**src/rtl/bitstream_fetcher.sv**
```systemverilog
// Byte-fed, left-justified bit buffer serving variable-length reads to the
// arithmetic decoder, with sticky end-of-stream detection and zero padding.
module bitstream_fetcher #(
    parameter int BUF_W  = 32,
    parameter int MAX_RD = 16,
    parameter int LEN_W  = 5
) (
    input  logic                         clk,
    input  logic                         rst,
    output logic                         request,
    input  logic [7:0]                   data,
    input  logic                         data_ready,
    input  logic                         rd_en,
    input  logic [LEN_W-1:0]             rd_len,
    output logic                         rd_ready,
    output logic                         rd_valid,
    output logic [MAX_RD-1:0]            rd_data,
    output logic                         rd_underrun,
    output logic [$clog2(BUF_W+1)-1:0]   bits_avail,
    output logic                         stream_end,
    output logic [31:0]                  bit_pos
);

    localparam int CW = $clog2(BUF_W + 1);

    logic [BUF_W-1:0]  bitBuf_q, bitBuf_d;
    logic [CW-1:0]     cnt_q, cnt_d;
    logic              end_q;
    logic              rdValid_q;
    logic [MAX_RD-1:0] rdData_q, rdData_d;
    logic              rdUnder_q, rdUnder_d;
    logic [31:0]       bitPos_q, bitPos_d;

    logic [CW-1:0]     lenExt;
    logic [CW-1:0]     consumeLen;
    logic [CW-1:0]     takeLen;
    logic [CW-1:0]     cntAfter;
    logic [CW-1:0]     topAmt;
    logic [BUF_W-1:0]  bufShift;
    logic [BUF_W-1:0]  byteWide;
    logic              readAcc;
    logic              byteAcc;
    logic              endHit;

    // Consume first, then drop the incoming byte right behind the surviving bits;
    // the request threshold guarantees the byte always fits.
    always_comb begin
        lenExt     = CW'(rd_len);
        request    = !rst && !end_q && (cnt_q <= CW'(BUF_W - 8));
        rd_ready   = end_q || (cnt_q >= lenExt);
        readAcc    = rd_en && rd_ready;
        byteAcc    = request && data_ready;
        endHit     = request && !data_ready;

        consumeLen = readAcc ? lenExt : '0;
        takeLen    = (consumeLen > cnt_q) ? cnt_q : consumeLen;
        cntAfter   = cnt_q - takeLen;
        bufShift   = bitBuf_q << consumeLen;
        byteWide   = {data, {(BUF_W-8){1'b0}}} >> cntAfter;

        bitBuf_d   = byteAcc ? (bufShift | byteWide) : bufShift;
        cnt_d      = byteAcc ? (cntAfter + CW'(8)) : cntAfter;

        // Bits below the valid count are always zero, so underrun padding is free.
        topAmt     = CW'(BUF_W) - lenExt;
        rdData_d   = MAX_RD'(bitBuf_q >> topAmt);
        rdUnder_d  = lenExt > cnt_q;
        bitPos_d   = bitPos_q + 32'(consumeLen);
    end

    always_ff @(posedge clk) begin
        if (rst) begin
            bitBuf_q  <= '0;
            cnt_q     <= '0;
            end_q     <= 1'b0;
            rdValid_q <= 1'b0;
            rdData_q  <= '0;
            rdUnder_q <= 1'b0;
            bitPos_q  <= '0;
        end else begin
            bitBuf_q  <= bitBuf_d;
            cnt_q     <= cnt_d;
            if (endHit) begin
                end_q <= 1'b1;
            end
            rdValid_q <= readAcc;
            if (readAcc) begin
                rdData_q <= rdData_d;
            end
            rdUnder_q <= readAcc && rdUnder_d;
            bitPos_q  <= bitPos_d;
        end
    end

    assign rd_valid    = rdValid_q;
    assign rd_data     = rdData_q;
    assign rd_underrun = rdUnder_q;
    assign bits_avail  = cnt_q;
    assign stream_end  = end_q;
    assign bit_pos     = bitPos_q;

endmodule

```
**config.mk**
```make
export PLATFORM = sky130hd
export DESIGN_NAME = bitstream_fetcher
export DESIGN_NICKNAME = d
export VERILOG_FILES = /design/src/rtl/bitstream_fetcher.sv
export SDC_FILE = /design/constraint.sdc
export NUM_CORES = 1
export LEC_CHECK = 0
export CORE_MARGIN = 4
export CORE_UTILIZATION = 45
export CTS_CLUSTER_SIZE = 20
export DETAILED_ROUTE_END_ITERATION = 10
export PLACE_DENSITY = 0.68
export SLEW_MARGIN = 20
export SYNTH_ARGS = -nofsm -noshare
export SYNTH_HDL_FRONTEND = slang
export SYNTH_SLANG_ARGS = --single-unit
```
**constraint.sdc**
```tcl
create_clock -name clk -period 12.6 [get_ports clk]
set_clock_uncertainty 0.1 [all_clocks]
set_input_delay 1.26 -clock clk [delete_from_list [all_inputs] [get_ports clk]]
set_output_delay 1.26 -clock clk [all_outputs]
set_load 0.03 [all_outputs]
```
==> results.json, run 1 <==
{
  "timing.setup.tns_ps": 0,
  "start_util_pct": 45.9,
  "wl_per_cell_um": 20.4,
  "synthSimpleGateAreaFrac_pct": 21.1,
  "cts_tree": "yes",
  "grt_overflow_total": 0,
  "grt_max_degree": 86,
  "syn_nets": 1007,
  "drive_gt1_share_pct": 9.40,
  "fp-row-count": 47,
  "cts_max_level": 3,
  "coreArea_sq_mm": 0.0165,
  "cp-start-kind": "input pin",
  "clk-insertion-delay-late_ps": 350,
  "yosys_warnings": 0,
  "synth_compound_area_share_pct": 22.5,
  "post_cts_resized": 0,
  "worst_pin_slew_ps": 990,
  "holdPathStages": 2,
  "fmax_mhz": 108,
  "grt_pass1_wl_mm": 39.0,
  "via_count": 7603,
  "wirelength_mm": 24.9,
  "area_growth_pct": 14.9,
  "r2r_start": "bits_avail[3]",
  "dominantRegCellSynth": "dfxtp_1",
  "cp_data_required_time_ps": 12710,
  "cts_setup_buffers": 0,
  "fin_nets": 1036,
  "synth_top_area_share_pct": 23.5,
  "r2r_cells": 25,
  "finalCriticalPeriod_ps": 9260,
  "synth_top_family_by_area": "compound AO/OA/AOI/OAI gates",
  "route.detailed.drc": 0,
  "grt_usage_pct": 25.9,
  "clockBufferDepth": 2,
  "place_area_sq_mm": 0.00841,
  "worst_setup_path_end_kind": "flop",
  "crit_type": "input pin to flop",
  "numClockSinks": 89,
  "power.density_mw_per_mm2": 214,
  "hp-start": "rd_data[3]",
  "vdd_ir_drop_max_uv": 239,
  "p_leak_nw": 3.39,
  "ant_nets": 0,
  "pin_count": 76,
  "port_buffers": 75,
  "grt_pass1_vias": 7016,
  "maxSlewViolCount": 0,
  "synth_mux_area_share_pct": 18.9,
  "outcome": "complete, no violations",
  "antenna_found_initial": 0,
  "final-hold-violation-count": 0,
  "die-area_sq_mm": 0.0190,
  "synth-xor-area-share_pct": 4.62,
  "synthArstFlopShare_pct": 0,
  "synth_seq_cells": 89,
  "antenna_cells": 0,
  "drt_iter0_markers": 763,
  "holdBufCountCts": 0,
  "relSlewSlack_pct": 33.8,
  "cp-startpoint": "rd_len[0]",
  "arrival_ps": 9370,
  "synth_top_area_cell": "dfxtp_1",
  "syn_area_per_cell_sq_um": 7.85,
  "min_period_over_period_pct": 73.5,
  "clkTransAtPathRegs_ps": 70,
  "gp_congestion": 0.947,
  "postLayoutCellArea_sq_mm": 0.00872,
  "synth_most_common_cell": "nor2_1",
  "numCtsBuffers": 9,
  "synth_fa_ha_area_share_pct": 4.16,
  "rsz0062_at_grt": "no",
  "via_per_inst": 6.23,
  "hpwl_mm": 18.6,
  "hp-class": "flop to flop",
  "die_w_um": 138,
  "synth_common_cells": "123 x nor2_1, 93 x nand2_1, 89 x dfxtp_1",
  "yosysUniqueCellTypes": 70,
  "setup_viol": 0,
  "synth_area_leaders": "dfxtp_1 23%, mux2i_1 11%, nor2_1 6.1%",
  "cap_violations": 0,
  "synth_seq_area_share_pct": 23.5,
  "firstDrtPassIters": 6,
  "syn_inst": 966,
  "crit_path_max_fanout": 63,
  "die_h_um": 138,
  "synth_edf_count": 0,
  "root_buffer": "clkbuf_16",
  "syn_area_sq_mm": 0.00759
}
==> critical path, stage by stage <==
cell       delay (ps)
buf_2              80
buf_4             640
inv_1             620
ha_1              480
and3_4            200
a2111oi_4          50
buf_4             230
inv_2             300
nand3_2           580
inv_2             680
ha_1              350
o21ai_0            80
nand2b_1           70
a21oi_1           140
nor2b_1            50
o21ai_0           730
o21ai_0           260
ha_1              280
fa_1              920
mux2_2            430
a21oi_1           270
nor2_1             80
nor2_1            140
nor3_1             70
o21ai_0           190
o211ai_1          110
==> registers in the layout (all words and copies together) (netlist names) <==
signal       flops
bit_pos         32
rd_underrun      1
stream_end       1
bitBuf_q        32
rd_data         16
rd_valid         1
bits_avail       6
==> final timing paths <==
kind,endpoint,slack [ps]
min reg2reg,rd_data[3],360
max reg2reg,bitBuf_q[19],4880
min,rd_data[3],360
max,bitBuf_q[19],3340
==> cells in the final DEF (no fill, tap or decap), types with 26 or more instances in the layout <==
| master | synthesis | routed |
|---|---|---|
| o22ai_1 | 26 | 26 |
| o21ai_0 | 46 | 46 |
| clkdlybuf4s50_1 | 0 | 73 |
| a21oi_1 | 55 | 55 |
| mux2i_1 | 81 | 81 |
| nand3_1 | 30 | 30 |
| nor2_1 | 123 | 123 |
| dfxtp_1 | 89 | 89 |
| a22oi_1 | 31 | 31 |
| nand2_1 | 93 | 93 |
==> area by class of cell <==
cell class	instances	area (sq um)
timing repair buffer	89	846
clock buffer	10	229
fill	1536	7800
inverter	24	90.1
clock inverter	6	72.6
multi-input combinational	782	5430
sequential	89	1780
tap	220	275
==> layer usage <==
metal,global-route usage [%],wire [um]
met1,36.4,10900
met2,40.0,11300
met3,5.01,1960
met4,8.62,792
met5,0,0
==> cell families after synthesis <==
family	count (synthesis)
AO/OA/AOI/OAI	251
XOR/XNOR	40
adder cells (fa/ha/maj)	24
buffers and inverters	95
flip-flops	89
multiplexers	121
AND/OR/NAND/NOR	346
==> through the flow <==
stage | std cells | hold slack (ps) | setup slack [ps] | util (%) | total power, mW
6_report | 1220 | 356 | 3340 | 52.8 | 1.87
5_1_grt | 1220 | 374 | 2580 | 52.8 | 2.00
4_1_cts | 1220 | 360 | 3470 | 52.7 | 1.84
3_5_place_dp | 1204 | 349 | 3160 | 50.9 | 1.56
3_3_place_gp | 1204 | 347 | 3330 | 50.9 | 1.56
2_1_floorplan | 966 | 484 | 5610 | - | 1.26
==> power breakdown <==
group | leakage, nW | switching (mW) | internal [mW]
combinational | 2.52 | 0.737 | 0.427
sequential | 0.723 | 0.0939 | 0.330
clock | 0.149 | 0.123 | 0.157
No activity file was read; power rests on OpenSTA's default activity.
==> run 2: changes to the inputs <==
- PLACE_DENSITY: 0.68 -> 0.71
- clock period: 12.6 -> 8.02 ns (I/O delays scaled with it)
==> results.json, run 2 (same netlist as run 1, synthesis figures left out) <==
{
  "cts_setup_buffers": 0,
  "min_to": "rd_data[3]",
  "numClockSinks": 89,
  "fmax_mhz": 149,
  "route.detailed.drc": 0,
  "cts_max_level": 3,
  "die_h_um": 138,
  "r2r_start": "bits_avail[4]",
  "hp-start": "rd_data[3]",
  "cp.buffers_inverters": 6,
  "clkTransAtPathRegs_ps": 70,
  "clk-insertion-delay-late_ps": 360,
  "grt_usage_pct": 25.6,
  "fin_util_pct": 53.0,
  "drt_iter0_markers": 1015,
  "port_buffers": 75,
  "fp-row-count": 47,
  "drive_gt1_share_pct": 9.86,
  "hp-class": "flop to flop",
  "final-hold-violation-count": 0,
  "worst_setup_path_end_kind": "flop",
  "finalCriticalPeriod_ps": 6730,
  "die_w_um": 138,
  "pin_count": 76,
  "timing.hold.ws_ps": 357,
  "crit_family": "simple AND/OR/NAND/NOR gates",
  "clockBufferDepth": 2,
  "crit_path_max_fanout": 19,
  "wl_per_cell_um": 19.8,
  "outcome": "complete, no violations",
  "place_area_sq_mm": 0.00846,
  "holdPathStages": 2,
  "grt_pass1_vias": 7149,
  "crit_path_max_incr_delay_ps": 450,
  "relSlewSlack_pct": 34.4,
  "antenna_cells": 0,
  "r2r_cells": 25,
  "root_buffer": "clkbuf_16",
  "crit_type": "input pin to flop",
  "grt_max_degree": 86,
  "p_leak_nw": 3.40,
  "start_util_pct": 45.9,
  "power_mw": 2.94,
  "gp_congestion": 0.984,
  "cp-start-kind": "input pin",
  "ant_nets": 0,
  "worst_pin_slew_ps": 981,
  "rsz0062_at_grt": "no",
  "worstReg2RegEnd": "bitBuf_q[25]",
  "fin_nets": 1041,
  "area_growth_pct": 15.4,
  "final_common_cell": "nor2_1",
  "timing.setup.tns_ps": 0,
  "numCtsBuffers": 9,
  "coreArea_sq_mm": 0.0165,
  "wirelength_mm": 24.2,
  "min_period_over_period_pct": 83.9,
  "hpwl_mm": 17.6,
  "layout_common_cells": "123 x nor2_1, 93 x nand2_1, 89 x dfxtp_1",
  "cp_data_required_time_ps": 8180,
  "power.density_mw_per_mm2": 336,
  "post_cts_resized": 0,
  "via_per_inst": 6.29,
  "maxSlewViolCount": 0,
  "postLayoutCellArea_sq_mm": 0.00875,
  "arrival_ps": 6890,
  "rrSetupSlack_ps": 1850,
  "grt_overflow_total": 0,
  "vdd_ir_drop_max_uv": 381,
  "cap_violations": 0,
  "holdBufCountCts": 0,
  "firstDrtPassIters": 6,
  "grt_pass1_wl_mm": 38.7,
  "via_count": 7701,
  "cts_tree": "yes",
  "antenna_found_initial": 0,
  "die-area_sq_mm": 0.0190,
  "setup_viol": 0,
  "cp_slowest_cell": "clkdlybuf4s50_1"
}
==> run 2: layout make-up <==
class,instances,area [sq um]
clock buffer,11,233
clock inverter,4,53.8
fill,1604,7770
inverter,24,90.1
multi-input combinational,782,5440
sequential,89,1780
tap,220,275
timing repair buffer,94,883
==> run 2: how the worst max path moves through the flow <==
stage / slack, ps / to / cells past startpoint / startpoint
2_1_floorplan: 1480 / bitBuf_q[17] / 31 / rd_len[0]
3_3_place_gp: 1070 / bitBuf_q[25] / 26 / rd_len[3]
3_5_place_dp: 1050 / bitBuf_q[19] / 26 / rd_len[3]
4_1_cts: 1390 / bitBuf_q[19] / 26 / rd_len[3]
5_1_grt: 770 / bitBuf_q[25] / 25 / rd_len[1]
6_report: 1290 / bitBuf_q[25] / 26 / rd_len[3]
==> run 2: tightest hold or removal path: cells and delay by family (launching register included) <==
| kind | cells | cell delay [ps] |
|---|---|---|
| simple gates | 1 | 50 |
| flops | 1 | 310 |
| compound gates | 1 | 50 |
==> run 2: routing by layer <==
metal / GRT usage, % / wire length (um) / vias up
li1: - / - / 3614
met1: 35.3 / 10300 / 3557
met2: 39.1 / 10800 / 444
met3: 5.99 / 2220 / 86
met4: 9.50 / 894 / 0
met5: 0 / 0 / -
==> run 2: per-stage QoR <==
step | setup slack (ps) | instances
after floorplan | 1480 | 966
after global placement | 1070 | 1209
after detailed placement | 1050 | 1209
after CTS | 1390 | 1224
after global routing | 766 | 1224
final | 1290 | 1224
==> run 2: where the power goes <==
part	total, mW	switching (mW)	internal [mW]
Combinational	1.86	1.17	0.684
Sequential	0.662	0.143	0.518
Clock	0.427	0.186	0.241
